<file path="src/rtl/fbs_pkg.sv">
// rtl/fbs_pkg.sv - shared types, widths and helpers for the frame buffer scheduler
//
// Purpose: FSM state and grant encodings, bus widths and the frame size helper
// used by frame_buf_scheduler, its arbiter and its memory-port interface.
package fbs_pkg;

  localparam int CNT_W  = 19;  // word counters; must hold FRAME_WORDS
  localparam int ADDR_W = 24;  // SDRAM word address
  localparam int LEN_W  = 9;   // burst length field
  localparam int LVL_W  = 11;  // FIFO level inputs (0..1024)

  typedef enum logic [2:0] {
    IDLE,
    WR_REQ,
    WR_WAIT,
    RD_REQ,
    RD_WAIT
  } fsm_state_t;

  typedef enum logic {
    GRANT_WR = 1'b0,
    GRANT_RD = 1'b1
  } grant_t;

  function automatic int frame_words(input int h, input int v);
    return h * v;
  endfunction

endpackage

</file>
<file path="src/rtl/frame_buf_scheduler_if.sv">
// rtl/frame_buf_scheduler_if.sv - SDRAM burst port between scheduler and memory controller
//
// Purpose: groups the burst request/acknowledge signals.
// Ports (signals):
//   mem_wr_req / mem_rd_req : burst requests, held until mem_ack
//   mem_addr                : burst start word address
//   mem_burst_len           : words per burst
//   mem_ack                 : one-cycle pulse, request accepted
//   mem_done                : one-cycle pulse, burst transfer complete
// Modports: master = scheduler side, slave = memory controller side.
interface frame_buf_scheduler_if;
  import fbs_pkg::*;

  logic              mem_wr_req;
  logic              mem_rd_req;
  logic [ADDR_W-1:0] mem_addr;
  logic [LEN_W-1:0]  mem_burst_len;
  logic              mem_ack;
  logic              mem_done;

  modport master (
    output mem_wr_req, mem_rd_req, mem_addr, mem_burst_len,
    input  mem_ack, mem_done
  );

  modport slave (
    input  mem_wr_req, mem_rd_req, mem_addr, mem_burst_len,
    output mem_ack, mem_done
  );

endinterface

</file>
<file path="src/rtl/fbs_arbiter.sv">
// rtl/fbs_arbiter.sv - priority / round-robin pick between write and read bursts
//
// Purpose: combinational grant decision for the single SDRAM burst port.
// Ports:
//   wr_elig     in  : write FIFO holds a burst and the write frame is unfinished
//   rd_room     in  : read FIFO has room for a burst and a previous frame is readable
//   rd_urg      in  : rd_room and the read FIFO is below its low watermark
//   last_grant  in  : type of the last completed burst
//   grant_valid out : some burst should be issued
//   grant       out : which one
module fbs_arbiter
  import fbs_pkg::*;
(
  input  logic   wr_elig,
  input  logic   rd_room,
  input  logic   rd_urg,
  input  grant_t last_grant,
  output logic   grant_valid,
  output grant_t grant
);

  always_comb begin
    grant_valid = 1'b0;
    grant       = GRANT_WR;
    if (rd_urg) begin
      // a starving read side would stall the difference pipeline
      grant_valid = 1'b1;
      grant       = GRANT_RD;
    end else if (wr_elig && rd_room) begin
      grant_valid = 1'b1;
      grant       = (last_grant == GRANT_WR) ? GRANT_RD : GRANT_WR;
    end else if (wr_elig) begin
      grant_valid = 1'b1;
      grant       = GRANT_WR;
    end else if (rd_room) begin
      grant_valid = 1'b1;
      grant       = GRANT_RD;
    end
  end

endmodule

</file>
<file path="src/rtl/frame_buf_scheduler.sv">
// rtl/frame_buf_scheduler.sv - ping-pong SDRAM frame buffer burst scheduler
//
// Purpose: writes the current frame into one bank while reading the previous
// frame from the other, arbitrating the single burst port and swapping banks
// at frame boundaries.
// Ports:
//   clk, rst_n       : clock, synchronous active-low reset
//   frame_vsync      : frame sync, rising edge = frame start
//   wr_fifo_level    : words in the write FIFO
//   rd_fifo_level    : words in the read FIFO
//   mem              : SDRAM burst port (master modport)
//   wr_bank          : bank being written; the read bank is its complement
//   prev_valid       : read bank holds a complete previous frame
//   frame_cnt        : completed-frame counter
//   frame_drop       : pulse, frame boundary arrived before the frame was written
module frame_buf_scheduler
  import fbs_pkg::*;
#(
  parameter int          IMG_HDISP  = 640,
  parameter int          IMG_VDISP  = 480,
  parameter int          BURST_LEN  = 256,
  parameter int          FIFO_DEPTH = 1024,
  parameter int          RD_LOW_WM  = 128,
  parameter logic [23:0] BANK0_BASE = 24'h000000,
  parameter logic [23:0] BANK1_BASE = 24'h080000
) (
  input  logic                 clk,
  input  logic                 rst_n,
  input  logic                 frame_vsync,
  input  logic [LVL_W-1:0]     wr_fifo_level,
  input  logic [LVL_W-1:0]     rd_fifo_level,
  frame_buf_scheduler_if.master mem,
  output logic                 wr_bank,
  output logic                 prev_valid,
  output logic [15:0]          frame_cnt,
  output logic                 frame_drop
);

  localparam int FRAME_WORDS = frame_words(IMG_HDISP, IMG_VDISP);

  if ((FRAME_WORDS % BURST_LEN) != 0) begin : g_bad_burst
    $error("FRAME_WORDS must be a multiple of BURST_LEN");
  end
  if (FRAME_WORDS >= (1 << CNT_W) || BURST_LEN >= (1 << LEN_W)) begin : g_bad_width
    $error("frame or burst size exceeds counter width");
  end

  localparam logic [CNT_W-1:0] CNT_FULL   = CNT_W'(FRAME_WORDS);
  localparam logic [CNT_W-1:0] CNT_STEP   = CNT_W'(BURST_LEN);
  localparam logic [LVL_W-1:0] WR_MIN_LVL = LVL_W'(BURST_LEN);
  localparam logic [LVL_W-1:0] RD_MAX_LVL = LVL_W'(FIFO_DEPTH - BURST_LEN);
  localparam logic [LVL_W-1:0] RD_URG_LVL = LVL_W'(RD_LOW_WM);

  fsm_state_t        state, state_next;
  grant_t            last_grant, grant;
  logic              grant_valid;
  logic              vsync_d, vs_rise, swap_pend;
  logic [CNT_W-1:0]  wr_cnt, rd_cnt, wr_cnt_add, rd_cnt_add;
  logic              wr_elig, rd_room, rd_urg;
  logic              do_swap, start_wr, start_rd, wr_fin, rd_fin;
  logic [ADDR_W-1:0] wr_base, rd_base;

  assign vs_rise    = frame_vsync & ~vsync_d;
  assign wr_elig    = (wr_fifo_level >= WR_MIN_LVL) && (wr_cnt < CNT_FULL);
  assign rd_room    = (rd_fifo_level <= RD_MAX_LVL) && prev_valid && (rd_cnt < CNT_FULL);
  assign rd_urg     = rd_room && (rd_fifo_level < RD_URG_LVL);
  assign wr_base    = wr_bank ? BANK1_BASE : BANK0_BASE;
  assign rd_base    = wr_bank ? BANK0_BASE : BANK1_BASE;
  assign wr_cnt_add = wr_cnt + CNT_STEP;
  assign rd_cnt_add = rd_cnt + CNT_STEP;

  assign mem.mem_wr_req    = (state == WR_REQ);
  assign mem.mem_rd_req    = (state == RD_REQ);
  assign mem.mem_burst_len = LEN_W'(BURST_LEN);

  fbs_arbiter u_arbiter (
    .wr_elig     (wr_elig),
    .rd_room     (rd_room),
    .rd_urg      (rd_urg),
    .last_grant  (last_grant),
    .grant_valid (grant_valid),
    .grant       (grant)
  );

  always_comb begin
    state_next = state;
    do_swap    = 1'b0;
    start_wr   = 1'b0;
    start_rd   = 1'b0;
    wr_fin     = 1'b0;
    rd_fin     = 1'b0;
    case (state)
      IDLE: begin
        // the swap only happens between bursts, and owns its cycle
        if (swap_pend) begin
          do_swap = 1'b1;
        end else if (grant_valid) begin
          if (grant == GRANT_WR) begin
            start_wr   = 1'b1;
            state_next = WR_REQ;
          end else begin
            start_rd   = 1'b1;
            state_next = RD_REQ;
          end
        end
      end
      WR_REQ: begin
        if (mem.mem_ack) begin
          wr_fin     = mem.mem_done;
          state_next = mem.mem_done ? IDLE : WR_WAIT;
        end
      end
      WR_WAIT: begin
        if (mem.mem_done) begin
          wr_fin     = 1'b1;
          state_next = IDLE;
        end
      end
      RD_REQ: begin
        if (mem.mem_ack) begin
          rd_fin     = mem.mem_done;
          state_next = mem.mem_done ? IDLE : RD_WAIT;
        end
      end
      RD_WAIT: begin
        if (mem.mem_done) begin
          rd_fin     = 1'b1;
          state_next = IDLE;
        end
      end
      default: state_next = IDLE;
    endcase
  end

  always_ff @(posedge clk) begin
    if (!rst_n) begin
      state        <= IDLE;
      vsync_d      <= 1'b0;
      swap_pend    <= 1'b0;
      wr_cnt       <= '0;
      rd_cnt       <= '0;
      last_grant   <= GRANT_RD;
      wr_bank      <= 1'b0;
      prev_valid   <= 1'b0;
      frame_cnt    <= '0;
      frame_drop   <= 1'b0;
      mem.mem_addr <= '0;
    end else begin
      state      <= state_next;
      vsync_d    <= frame_vsync;
      frame_drop <= 1'b0;

      // a further rising edge while a swap is pending is absorbed
      if (do_swap) swap_pend <= 1'b0;
      else if (vs_rise) swap_pend <= 1'b1;

      if (do_swap) begin
        wr_bank    <= ~wr_bank;
        wr_cnt     <= '0;
        rd_cnt     <= '0;
        frame_cnt  <= frame_cnt + 16'd1;
        prev_valid <= (wr_cnt == CNT_FULL);
        frame_drop <= (wr_cnt != CNT_FULL);
      end

      if (start_wr) mem.mem_addr <= wr_base + {{(ADDR_W-CNT_W){1'b0}}, wr_cnt};
      if (start_rd) mem.mem_addr <= rd_base + {{(ADDR_W-CNT_W){1'b0}}, rd_cnt};

      if (wr_fin) begin
        wr_cnt     <= (wr_cnt_add >= CNT_FULL) ? CNT_FULL : wr_cnt_add;
        last_grant <= GRANT_WR;
      end
      if (rd_fin) begin
        rd_cnt     <= (rd_cnt_add >= CNT_FULL) ? CNT_FULL : rd_cnt_add;
        last_grant <= GRANT_RD;
      end
    end
  end

endmodule

</file>
<file path="src/flat_wrapper.sv">
// flat-port wrapper written by rule: the top's interface ports become plain ports
module frame_buf_scheduler_flat import fbs_pkg::*;
#(
  parameter int          IMG_HDISP  = 640,
  parameter int          IMG_VDISP  = 480,
  parameter int          BURST_LEN  = 256,
  parameter int          FIFO_DEPTH = 1024,
  parameter int          RD_LOW_WM  = 128,
  parameter logic [23:0] BANK0_BASE = 24'h000000,
  parameter logic [23:0] BANK1_BASE = 24'h080000
)
  (clk, rst_n, frame_vsync, wr_fifo_level, rd_fifo_level, wr_bank, prev_valid, frame_cnt, frame_drop, mem_mem_wr_req, mem_mem_rd_req, mem_mem_addr, mem_mem_burst_len, mem_mem_ack, mem_mem_done);
  frame_buf_scheduler_if mem_i ();
  input  logic clk;
  input  logic rst_n;
  input  logic frame_vsync;
  input  logic [LVL_W-1:0] wr_fifo_level;
  input  logic [LVL_W-1:0] rd_fifo_level;
  output logic wr_bank;
  output logic prev_valid;
  output logic [15:0] frame_cnt;
  output logic frame_drop;
  output wire logic [$bits(mem_i.mem_wr_req)-1:0] mem_mem_wr_req;
  output wire logic [$bits(mem_i.mem_rd_req)-1:0] mem_mem_rd_req;
  output wire logic [$bits(mem_i.mem_addr)-1:0] mem_mem_addr;
  output wire logic [$bits(mem_i.mem_burst_len)-1:0] mem_mem_burst_len;
  input wire logic [$bits(mem_i.mem_ack)-1:0] mem_mem_ack;
  input wire logic [$bits(mem_i.mem_done)-1:0] mem_mem_done;
  assign mem_mem_wr_req = mem_i.mem_wr_req;
  assign mem_mem_rd_req = mem_i.mem_rd_req;
  assign mem_mem_addr = mem_i.mem_addr;
  assign mem_mem_burst_len = mem_i.mem_burst_len;
  assign mem_i.mem_ack = mem_mem_ack;
  assign mem_i.mem_done = mem_mem_done;
  frame_buf_scheduler #(.IMG_HDISP(IMG_HDISP), .IMG_VDISP(IMG_VDISP), .BURST_LEN(BURST_LEN), .FIFO_DEPTH(FIFO_DEPTH), .RD_LOW_WM(RD_LOW_WM), .BANK0_BASE(BANK0_BASE), .BANK1_BASE(BANK1_BASE)) u_core (.clk(clk), .rst_n(rst_n), .frame_vsync(frame_vsync), .wr_fifo_level(wr_fifo_level), .rd_fifo_level(rd_fifo_level), .mem(mem_i), .wr_bank(wr_bank), .prev_valid(prev_valid), .frame_cnt(frame_cnt), .frame_drop(frame_drop));
endmodule
</file>
<file path="config.mk">
export PLATFORM = sky130hd
export DESIGN_NAME = frame_buf_scheduler_flat
export DESIGN_NICKNAME = d
export VERILOG_FILES = /design/src/rtl/fbs_pkg.sv /design/src/rtl/frame_buf_scheduler_if.sv /design/src/rtl/fbs_arbiter.sv /design/src/rtl/frame_buf_scheduler.sv /design/src/flat_wrapper.sv
export SDC_FILE = /design/constraint.sdc
export NUM_CORES = 1
export LEC_CHECK = 0
export BUFFER_PORTS_ARGS = -buffer_cell sky130_fd_sc_hd__buf_2
export CAP_MARGIN = 10
export CORE_UTILIZATION = 38
export DETAILED_ROUTE_END_ITERATION = 7
export PLACE_DENSITY_LB_ADDON = 0.12
export SYNTH_ARGS = -nofsm -noshare
export SYNTH_HDL_FRONTEND = slang
export SYNTH_HIERARCHICAL = 1
export SYNTH_SLANG_ARGS = --single-unit
</file>
<file path="constraint.sdc">
create_clock -name clk -period 6.56 [get_ports clk]
set_input_delay 0.328 -clock clk [delete_from_list [all_inputs] [get_ports clk]]
set_output_delay 0.328 -clock clk [all_outputs]
set_load 0.05 [all_outputs]
</file>
==> results of run 1 <==
## flip-flops by register name, summed over array words and instances, names as in the netlist
register,cells
u_core/frame_cnt,16
u_core/mem.mem_addr,12
u_core/rd_cnt,11
u_core/wr_cnt,11
u_core/state,3
u_core/frame_drop,1
u_core/last_grant,1
u_core/prev_valid,1
u_core/swap_pend,1
u_core/vsync_d,1
u_core/wr_bank,1
## worst register-to-register path: stages, from the launching register on
cell	delay, ns
dfxtp_1	0.40
or4b_1	0.92
or4_4	0.71
nor2_2	0.15
nand4_1	0.13
xor2_1	0.16
nor2_1	0.05
## synthesized netlist by cell type (2+ instances only)
library cell	n	area [um^2]
buf_4	21	158
o31ai_1	2	15.0
ha_1	5	62.6
clkbuf_1	21	78.8
nand2b_1	4	25.0
o31a_1	2	17.5
o32ai_1	2	17.5
nor4b_1	3	26.3
nand3b_1	2	15.0
a21oi_1	25	125
o311a_1	2	20.0
a211oi_1	12	90.1
nand2_1	35	131
o21ai_0	24	120
o211ai_1	10	75.1
xor2_1	7	61.3
o22ai_1	2	12.5
buf_2	2	10.0
nand4_1	6	37.5
and2_1	6	37.5
nor3b_1	4	30.0
nand3_1	17	85.1
a31oi_1	8	50.1
mux2i_1	7	70.1
buf_6	2	22.5
nor2_1	47	176
a21boi_0	2	15.0
xnor2_1	9	78.8
nand4b_1	2	17.5
nor2b_1	5	31.3
nor4_1	6	37.5
and3_1	6	37.5
a311oi_1	3	26.3
o21ai_1	2	10.0
nor3_1	14	70.1
inv_1	14	52.6
or3_1	10	62.6
o21a_1	5	37.5
conb_1	2	7.51
dfxtp_1	59	1180
## metal layers
layer | share of wire | wire length (um)
met5 | 0 | 0
met4 | 0.014 | 125
met1 | 0.47 | 4120
met3 | 0.041 | 353
met2 | 0.47 | 4100
## cell type report
| type | instances | area, um^2 | area share |
|---|---|---|---|
| multi-input combinational | 333 | 1950 | 0.510 |
| tap | 108 | 135 | 0.0354 |
| inverter | 14 | 52.6 | 0.0137 |
| timing repair buffer | 54 | 278 | 0.0727 |
| sequential | 59 | 1180 | 0.309 |
| clock inverter | 6 | 87.6 | 0.0229 |
| clock buffer | 10 | 138 | 0.0360 |
## power by group through the flow
stage	combinational (mW)	sequential (mW)	clock (mW)
2_1_floorplan	0.0937	0.430	0
3_3_place_gp	0.157	0.392	0
3_5_place_dp	0.157	0.393	0
4_1_cts	0.157	0.384	0.396
5_1_grt	0.169	0.387	0.413
6_report	0.156	0.384	0.384
## per-stage QoR
step,cells,cell area (um^2),hold WS [ns]
floorplan,452,3450,0.407
global placement,568,3600,0.452
detailed placement,568,3600,0.464
CTS,584,3820,0.190
global route,584,3820,0.195
finish,584,3820,0.203
## worst paths after layout
path	cells after the start	end	startpoint	slack (ns)
hold / removal	2	u_core/vsync_d$_SDFF_PN0_	frame_vsync	0.20
hold reg to reg	2	u_core/last_grant$_SDFFE_PP1P_	u_core/last_grant$_SDFFE_PP1P_	0.48
setup / recovery	6	u_core/frame_cnt[14]$_SDFFE_PN0P_	u_core/state[0]$_SDFFE_PN0P_	3.92
setup reg to reg	6	u_core/frame_cnt[14]$_SDFFE_PN0P_	u_core/state[0]$_SDFFE_PN0P_	3.92
## kinds of logic after synthesis
kind of cell,Yosys count,share of synthesized area
and+or+nand+nor,175,0.264
AOI/OAI and AO/OA,109,0.208
buffers and inverters,60,0.0953
DFF,59,0.350
xor gates and xnor gates,16,0.0415
muxes,7,0.0208
adders and majority gates,5,0.0185
other,2,0.00222
==> results by group, run 1 <==
Pwr
  – Internal cell power: 0.634 mW
  – Part of the total power dissipated in sequential elements: 0.416
  – Power per Cell Area: approximately 240 mW/mm^2
  – Power spent charging and discharging nets: 0.291 mW
  – Comb power frac: 0.169
  – Peak supply drop: around 120 uV
  – Share of power burned in the clock network: 0.415
  – Share of total power consumed by net switching: 0.314
  – Final Power: 0.924 mW
  – Leakage Power: between 1 and 1.5 nW

Global routing
  – Layer with the highest usage after global routing: met2
  – Met3 Usage GRT: 0.0387
  – Largest net degree at the start of global routing: 45
  – GR met1 Demand/Resource: 0.256
  – Vias in the first global route: around 2700
  – Initial antenna violation count: 0
  – Met2 Use GR: 0.306
  – Wire length of the first global-routing pass: 13.5 mm
  – Total gr overflow: 0
  – Global-route usage over all layers: 0.194

Setup path
  – Category of the worst setup path capture point: flop
  – Critical path peak fanout: 18
  – Family with the most delay on the worst path: simple AND/OR/NAND/NOR gates
  – Crit path buf inv count: 0
  – Delay of the slowest cell on the worst path: 0.92 ns
  – Crit Path Category: flop to flop
  – Critical Path Slowest Stage Cell: or4b_1
  – Worst setup SP type: flop
  – Endpoint arrival time on the critical path: roughly 2.9 ns
  – Worst path required time: 6.78 ns
  – Ordered list of cells on the worst path: or4b_1 -> or4_4 -> nor2_2 -> nand4_1 -> xor2_1 -> nor2_1

Place
  – Worst setup slack after placement: 3.96 ns
  – HPWL Detailed: a little over 6 mm
  – Final Wtd Congestion: 0.886
  – Count of buffers inserted at the top-level ports: 51

CTS
  – Post_cts resized: 0
  – Worst-Skew Late Latency: roughly 0.34 ns
  – CTS tree: built
  – Number of post-CTS setup repair buffers: 0
  – Clock transition at path regs: 0.07 ns
  – Number of clock sinks seen by CTS: 59
  – Clock buffer count from CTS: 9
  – CTS Hold Bufs: 0
  – Max H-tree Level: 3
  – Worst-case clock buffer depth: 2
  – Root buffer cell: clkbuf_8

Status
  – Result of the run: complete, no violations

Die
  – Total Die Area: 0.00926 mm^2
  – CORE AREA: 0.00868 mm^2
  – Effective utilization at floorplan: 0.389
  – Number of placement rows: 34
  – Floorplan die width: approximately 96 um
  – Vertical extent of the die: 96.3 um
  – IO Pins: 81

Logic synthesis
  – Post-synthesis instance area: approximately 0.0034 mm^2
  – Yosys warning count: 6
  – Count of flip-flops with a built-in enable after synthesis: 0
  – Gate Count Post-Synth: 433
  – Portion of the post-synthesis area used by sequential elements: 0.350
  – Synth Flop Type: dfxtp_1
  – Synth Area per Inst: a little under 8 um^2
  – Post-synth cell types: 56
  – Post-synthesis async set-or-reset flop share: 0
  – Seq cells post-synth: 59

Final layout
  – Net count, final: 503
  – Filler cell count: 923
  – Ant diodes: 0
  – Share of post-route cells with drive strength above 1: 0.160
  – Synthesis-to-finish area growth: 13.2%
  – Commonest non-fill, non-tap cells in the layout: dfxtp_1 (59), buf_2 (51), nor2_1 (47)
  – Fraction of the core area covered by cells at the end of the flow: 0.440
  – Most common cell after layout, fill and taps aside: dfxtp_1

STA
  – Final setup vio count: 0
  – Sum of negative setup slack: 0 ns
  – Final Worst Setup Slack: a little under 4 ns
  – Final worst path period share: 0.403
  – Min cycle time layout: 2.64 ns
  – Max-slew violation count: 0
  – Peak Freq: ~380 MHz
  – Normalized max-slew margin: 0.434
  – Final setup skew: 0.00784 ns
  – Hold violation count in the final report: 0
  – RSZ-0062 raised after global routing: no
  – Pin slew with the least headroom to its limit: 0.843 ns

Routing
  – Wirelength, routed: around 8.7 mm
  – Final ANT Viol Nets: 0
  – Via Count: around 3200
  – 1st-iter DRT viols: 125
  – Drt drc: 0
  – Post-DR wirelength/cell: 14.9 um
  – First-pass iteration count of the detailed router: 4
  – Vias per inst: 5.45

Run
  – Number of max-cap violations: 0

Hold path
  – Hold crit path type: input pin to flop
(Power assumes the default switching activity.)
==> run 2: changes to the inputs <==
Clock period 6.56 ns to 2.2 ns, I/O delays scaled along.
==> run 2 against run 1 <==
Die area unchanged. Clock-buffer cell count is 2 higher. Critical endpoint is now u_core/mem.mem_addr[8]$_SDFFE_PN0P_. Routed wire length grew 7.8%. Final cell count up 8.7%.
==> results by group, run 2 (same netlist as run 1, synthesis figures left out) <==
Status
  – Result of the run: complete, no violations

Setup path
  – FF-to-FF End: u_core/mem.mem_addr[8]$_SDFFE_PN0P_
  – Logic depth of the worst path, buffers included: 10
  – Critical path peak fanout: 6
  – FF-to-FF path depth: 10
  – Origin of the worst setup path: u_core/wr_cnt[16]$_SDFFE_PN0P_
  – Family with the most delay on the worst path: simple AND/OR/NAND/NOR gates
  – Worst path required time: 2.48 ns
  – Worst setup SP type: flop
  – Critical Path Slowest Stage Cell: dfxtp_1
  – Crit path buf inv count: 2
  – Delay of the slowest cell on the worst path: 0.37 ns
  – CP endpoint: u_core/mem.mem_addr[8]$_SDFFE_PN0P_
  – Category of the worst setup path capture point: flop
  – Endpoint arrival time on the critical path: 2.40 ns
  – Worst r2r src: u_core/wr_cnt[16]$_SDFFE_PN0P_
  – Ordered list of cells on the worst path: nor2_1 -> o21ai_0 -> a21oi_2 -> or3_4 -> nand2b_1 -> nor4_4 -> buf_4 -> clkbuf_16 -> o21ai_0 -> nor2_1
  – Crit Path Category: flop to flop
  – Minimum setup slack among reg-to-reg paths: roughly 0.08 ns

Routing
  – Vias per inst: 5.31
  – Post-DR wirelength/cell: ~15 um
  – First-pass iteration count of the detailed router: 4
  – Final ANT Viol Nets: 0
  – Wirelength, routed: 9.37 mm
  – Via Count: about 3400
  – 1st-iter DRT viols: between 200 and 250
  – Drt drc: 0

Final layout
  – Synthesis-to-finish area growth: 27.8%
  – Commonest non-fill, non-tap cells in the layout: dfxtp_1 (57), buf_2 (51), buf_4 (49)
  – Area taken by flip-flops and latches: 0.00118 mm^2
  – Post-layout instance count excluding filler cells: 635
  – Share of post-route cells with drive strength above 1: 0.264
  – Ant diodes: 0
  – Post-layout instance area: ~0.0043 mm^2
  – Largest registers: u_core/frame_cnt (16), u_core/mem.mem_addr (12)
  – Flip-flop count of the largest register after layout: 16
  – Most flops, register: u_core/frame_cnt
  – Area used by multi-input combinational logic: 0.00202 mm^2
  – Most common cell after layout, fill and taps aside: dfxtp_1
  – Filler cell count: 893
  – Net count, final: 554

CTS
  – Number of clock sinks seen by CTS: 59
  – Clock buffer count from CTS: 9
  – Root buffer cell: clkbuf_8
  – Worst-case clock buffer depth: 2
  – CTS tree: built
  – Max H-tree Level: 3
  – Worst-Skew Late Latency: 0.34 ns
  – Clock transition at path regs: around 0.070 ns

Die
  – Floorplan die width: 96.3 um
  – Vertical extent of the die: 96.3 um
  – CORE AREA: 0.00868 mm^2
  – Number of placement rows: 34
  – Effective utilization at floorplan: 0.389
  – Total Die Area: approximately 0.009 mm^2
  – IO Pins: 81

STA
  – Min cycle time layout: 2.12 ns
  – Final worst path period share: 0.964
  – Normalized max-slew margin: 0.512
  – Final setup skew: 0.00804 ns
  – Hold violation count in the final report: 0
  – Max-slew violation count: 0
  – Hold WS: 0.119 ns
  – Final Worst Setup Slack: ~0.08 ns
  – Peak Freq: 472 MHz
  – Pin slew with the least headroom to its limit: 0.728 ns
  – Final setup vio count: 0

Pwr
  – Leakage Power: 1.71 nW
  – Power per Cell Area: 661 mW/mm^2
  – Peak supply drop: 377 uV

Hold path
  – Hold crit path type: input pin to flop

Place
  – Number of placed cells counting well taps: 614
  – Count of buffers inserted at the top-level ports: 51
  – Worst setup slack after placement: 0.0429 ns
  – HPWL Detailed: between 6 and 7 mm
  – Area of placed instances: 0.00397 mm^2
  – Final Wtd Congestion: 0.882

Global routing
  – Largest net degree at the start of global routing: 24
  – Global-route usage over all layers: 0.205
  – Initial antenna violation count: 0
  – Wire length of the first global-routing pass: 14.4 mm
  – Total gr overflow: 0
  – Vias in the first global route: 2924

Run
  – Number of max-cap violations: 0
-- run 2: timing repair --
item | 4_1_cts | 5_1_grt
gates resized for setup | 0 | 15
hold endpoints to repair | 2 | 0
endpoints found under the setup margin | 0 | 18
hold buffers | 2 | 0
setup buffers | 0 | 1
-- run 2: power by group --
group / switching [mW] / internal (mW) / total, mW
clock network: 0.453 / 0.699 / 1.15
logic: 0.393 / 0.167 / 0.560
registers: 0.0267 / 1.11 / 1.14
-- run 2: metrics by stage --
stage / TNS (ns) / util / total power, mW
global placement: 0 / 0.457 / 1.68
floorplan: 0 / - / 1.57
global route: -0.0203 / 0.497 / 2.97
detailed placement: 0 / 0.457 / 1.68
finish: 0 / 0.497 / 2.85
CTS: 0 / 0.486 / 2.84
-- run 2: layout make-up --
cell class / instances / share of cell area
multi-input cells: 333 / 0.467
flip-flops and latches: 59 / 0.274
repair buffers: 105 / 0.162
clock buffers: 12 / 0.0360
well taps: 108 / 0.0313
clock inverters: 4 / 0.0168
inverters: 14 / 0.0122
-- run 2: routing by layer --
layer  track usage  share of wire  vias up
met5             0              0        -
met4        0.0821          0.018        0
met3        0.0261          0.055       15
met2         0.324           0.46      103
met1         0.281           0.47     1561
li1              -              -     1692
-- run 2: worst reg2reg max path: stages, from the launching register on --
cell,delay (ns)
dfxtp_1,0.37
nor2_1,0.18
o21ai_0,0.16
a21oi_2,0.26
or3_4,0.17
nand2b_1,0.08
nor4_4,0.33
buf_4,0.21
clkbuf_16,0.15
o21ai_0,0.07
nor2_1,0.10
-- run 2: worst min-delay path by stage --
stage                                               to  slack (ns)          from  depth (start not counted)
final                     u_core/state[0]$_SDFFE_PN0P_        0.12   mem_mem_ack                          4
after global routing      u_core/state[0]$_SDFFE_PN0P_        0.15   mem_mem_ack                          4
after CTS                 u_core/state[0]$_SDFFE_PN0P_         0.1   mem_mem_ack                          4
after detailed placement     u_core/vsync_d$_SDFF_PN0_        0.34   frame_vsync                          2
after global placement       u_core/vsync_d$_SDFF_PN0_        0.33   frame_vsync                          2
after floorplan           u_core/state[2]$_SDFFE_PN0P_        0.19  mem_mem_done                          1
==> run 3: changes to the inputs <==
Settings changed: CELL_PAD_IN_SITES_DETAIL_PLACEMENT set to 1, CELL_PAD_IN_SITES_GLOBAL_PLACEMENT set to 1, CORE_UTILIZATION 38 to 35.
==> run 3 against run 2 <==
Clock power is essentially flat. Worst setup slack gained 0.0063 ns. Largest power group unchanged. Largest cell class unchanged. Sequential power is essentially flat. Routed wire length grew 19%. Final area grew 2.0%.
==> results by group, run 3 (same netlist as run 1, synthesis figures left out) <==
Place
  – Area of placed instances: approximately 0.004 mm^2
  – Final Wtd Congestion: about 0.91
  – HPWL Detailed: 7.93 mm
  – Count of buffers inserted at the top-level ports: between 50 and 60

Setup path
  – Critical Path Slowest Stage Cell: dfxtp_1
  – Family with the most delay on the worst path: simple AND/OR/NAND/NOR gates
  – Crit path top cell by count: nand2_1
  – Worst setup SP type: flop
  – Crit path buf inv count: 3
  – Ordered list of cells on the worst path: nand2_1 -> inv_1 -> o21ai_1 -> nand2_1 -> a21oi_2 -> and2_4 -> or3_4 -> nand2b_1 -> nor4_4 -> buf_6 -> clkbuf_16 -> nor2_1 -> a211oi_1
  – Delay of the slowest cell on the worst path: 0.32 ns
  – Critical path peak fanout: 6
  – Worst path required time: 2.44 ns
  – Endpoint arrival time on the critical path: 2.35 ns
  – Category of the worst setup path capture point: flop
  – Crit Path Category: flop to flop

Die
  – CORE AREA: 0.00928 mm^2
  – Total Die Area: 0.0100 mm^2
  – IO Pins: 81
  – Vertical extent of the die: 100 um
  – Effective utilization at floorplan: 0.364
  – Floorplan die width: 100 um
  – Number of placement rows: 35

Pwr
  – Leakage Power: 1.74 nW
  – Power per Cell Area: around 660 mW/mm^2
  – Peak supply drop: 329 uV

CTS
  – CTS tree: built
  – Max H-tree Level: 3
  – Root buffer cell: clkbuf_8
  – Number of clock sinks seen by CTS: 59
  – Clock buffer count from CTS: 9
  – Clock transition at path regs: 0.08 ns
  – Worst-Skew Late Latency: 0.34 ns
  – Worst-case clock buffer depth: 2

Routing
  – Via Count: ~3500
  – First-pass iteration count of the detailed router: 4
  – Final ANT Viol Nets: 0
  – Drt drc: 0
  – Post-DR wirelength/cell: 16.9 um
  – 1st-iter DRT viols: 125
  – Wirelength, routed: 11.2 mm
  – Vias per inst: 5.33

Final layout
  – Flip-flop count of the largest register after layout: 16
  – Share of post-route cells with drive strength above 1: 0.273
  – Most flops, register: u_core/frame_cnt
  – Filler cell count: 1166
  – Commonest non-fill, non-tap cells in the layout: dfxtp_1 (58), buf_4 (53), buf_2 (51)
  – Ant diodes: 0
  – Largest registers: u_core/frame_cnt (16), u_core/mem.mem_addr (12)
  – Most common cell after layout, fill and taps aside: dfxtp_1
  – Post-layout instance area: 0.00440 mm^2
  – Net count, final: 559
  – Synthesis-to-finish area growth: 30.4%

STA
  – Hold violation count in the final report: 0
  – Normalized max-slew margin: 0.358
  – Peak Freq: 473 MHz
  – Final worst path period share: 0.961
  – Min cycle time layout: 2.11 ns
  – Hold WS: 0.139 ns
  – RSZ-0062 raised after global routing: yes
  – Final setup vio count: 0
  – Pin slew with the least headroom to its limit: 0.961 ns
  – Max-slew violation count: 0
  – Final setup skew: between 0.006 and 0.007 ns

Status
  – Result of the run: complete, no violations

Global routing
  – Global-route usage over all layers: 0.221
  – Wire length of the first global-routing pass: 17.2 mm
  – Total gr overflow: 0
  – Vias in the first global route: 3390
  – Initial antenna violation count: 0
  – Largest net degree at the start of global routing: 28

Run
  – Number of max-cap violations: 0

Hold path
  – Hold crit path type: input pin to flop
run 3: through the flow:
step	power (mW)	setup WS, ns	TNS [ns]	util	std cells
CTS	2.85	0.0240	0	0.461	656
global placement	1.67	0.0110	0	0.433	638
global route	3.00	-0.0298	-0.216	0.474	661
floorplan	1.57	0.0149	0	-	452
finish	2.89	0.0864	0	0.474	661
detailed placement	1.68	-0.0339	-0.0671	0.433	638
run 3: final cells by class:
| class | count | area, um^2 | share of cell area |
|---|---|---|---|
| multi-input combinational | 333 | 2020 | 0.460 |
| sequential | 59 | 1180 | 0.269 |
| timing repair buffer | 110 | 754 | 0.171 |
| tap | 129 | 161 | 0.0367 |
| clock buffer | 10 | 138 | 0.0313 |
| clock inverter | 6 | 87.6 | 0.0199 |
| inverter | 14 | 52.6 | 0.0119 |
run 3: timing repair:
| item | CTS | global route |
|---|---|---|
| gates resized for setup | 2 | 17 |
| gates cloned | 0 | 2 |
| setup buffers | 0 | 3 |
| hold endpoints to repair | 2 | 0 |
| hold buffers | 2 | 0 |
| pin swaps | 0 | 5 |
| endpoints found under the setup margin | 3 | 24 |
run 3: worst paths after layout:
kind / from / depth (start not counted) / slack [ns] / end
max: u_core/rd_cnt[12]$_SDFFE_PN0P_ / 13 / 0.09 / u_core/mem.mem_addr[14]$_SDFFE_PN0P_
min: mem_mem_ack / 4 / 0.14 / u_core/state[0]$_SDFFE_PN0P_
max reg2reg: u_core/rd_cnt[12]$_SDFFE_PN0P_ / 13 / 0.09 / u_core/mem.mem_addr[14]$_SDFFE_PN0P_
min reg2reg: u_core/last_grant$_SDFFE_PP1P_ / 2 / 0.49 / u_core/last_grant$_SDFFE_PP1P_
run 3: per-layer routing:
metal,track usage,wire [um],vias up
met5,0,0,-
met4,0.0713,106,0
met3,0.0411,367,12
met2,0.378,5600,67
met1,0.280,5100,1740
li1,-,-,1706
run 3: report_power, final:
part / total [mW] / switching, mW / internal (mW)
logic: 0.589 / 0.407 / 0.182
registers: 1.14 / 0.0300 / 1.11
clock network: 1.16 / 0.485 / 0.671
total: 2.89 / 0.922 / 1.97
run 3: worst reg2reg max path, delay by kind of cell (launching register included):
family                 cells  cell delay (ns)
AOI/OAI and AO/OA          3             0.48
buffers and inverters      3             0.38
DFF                        1             0.32
and+or+nand+nor            7             0.84
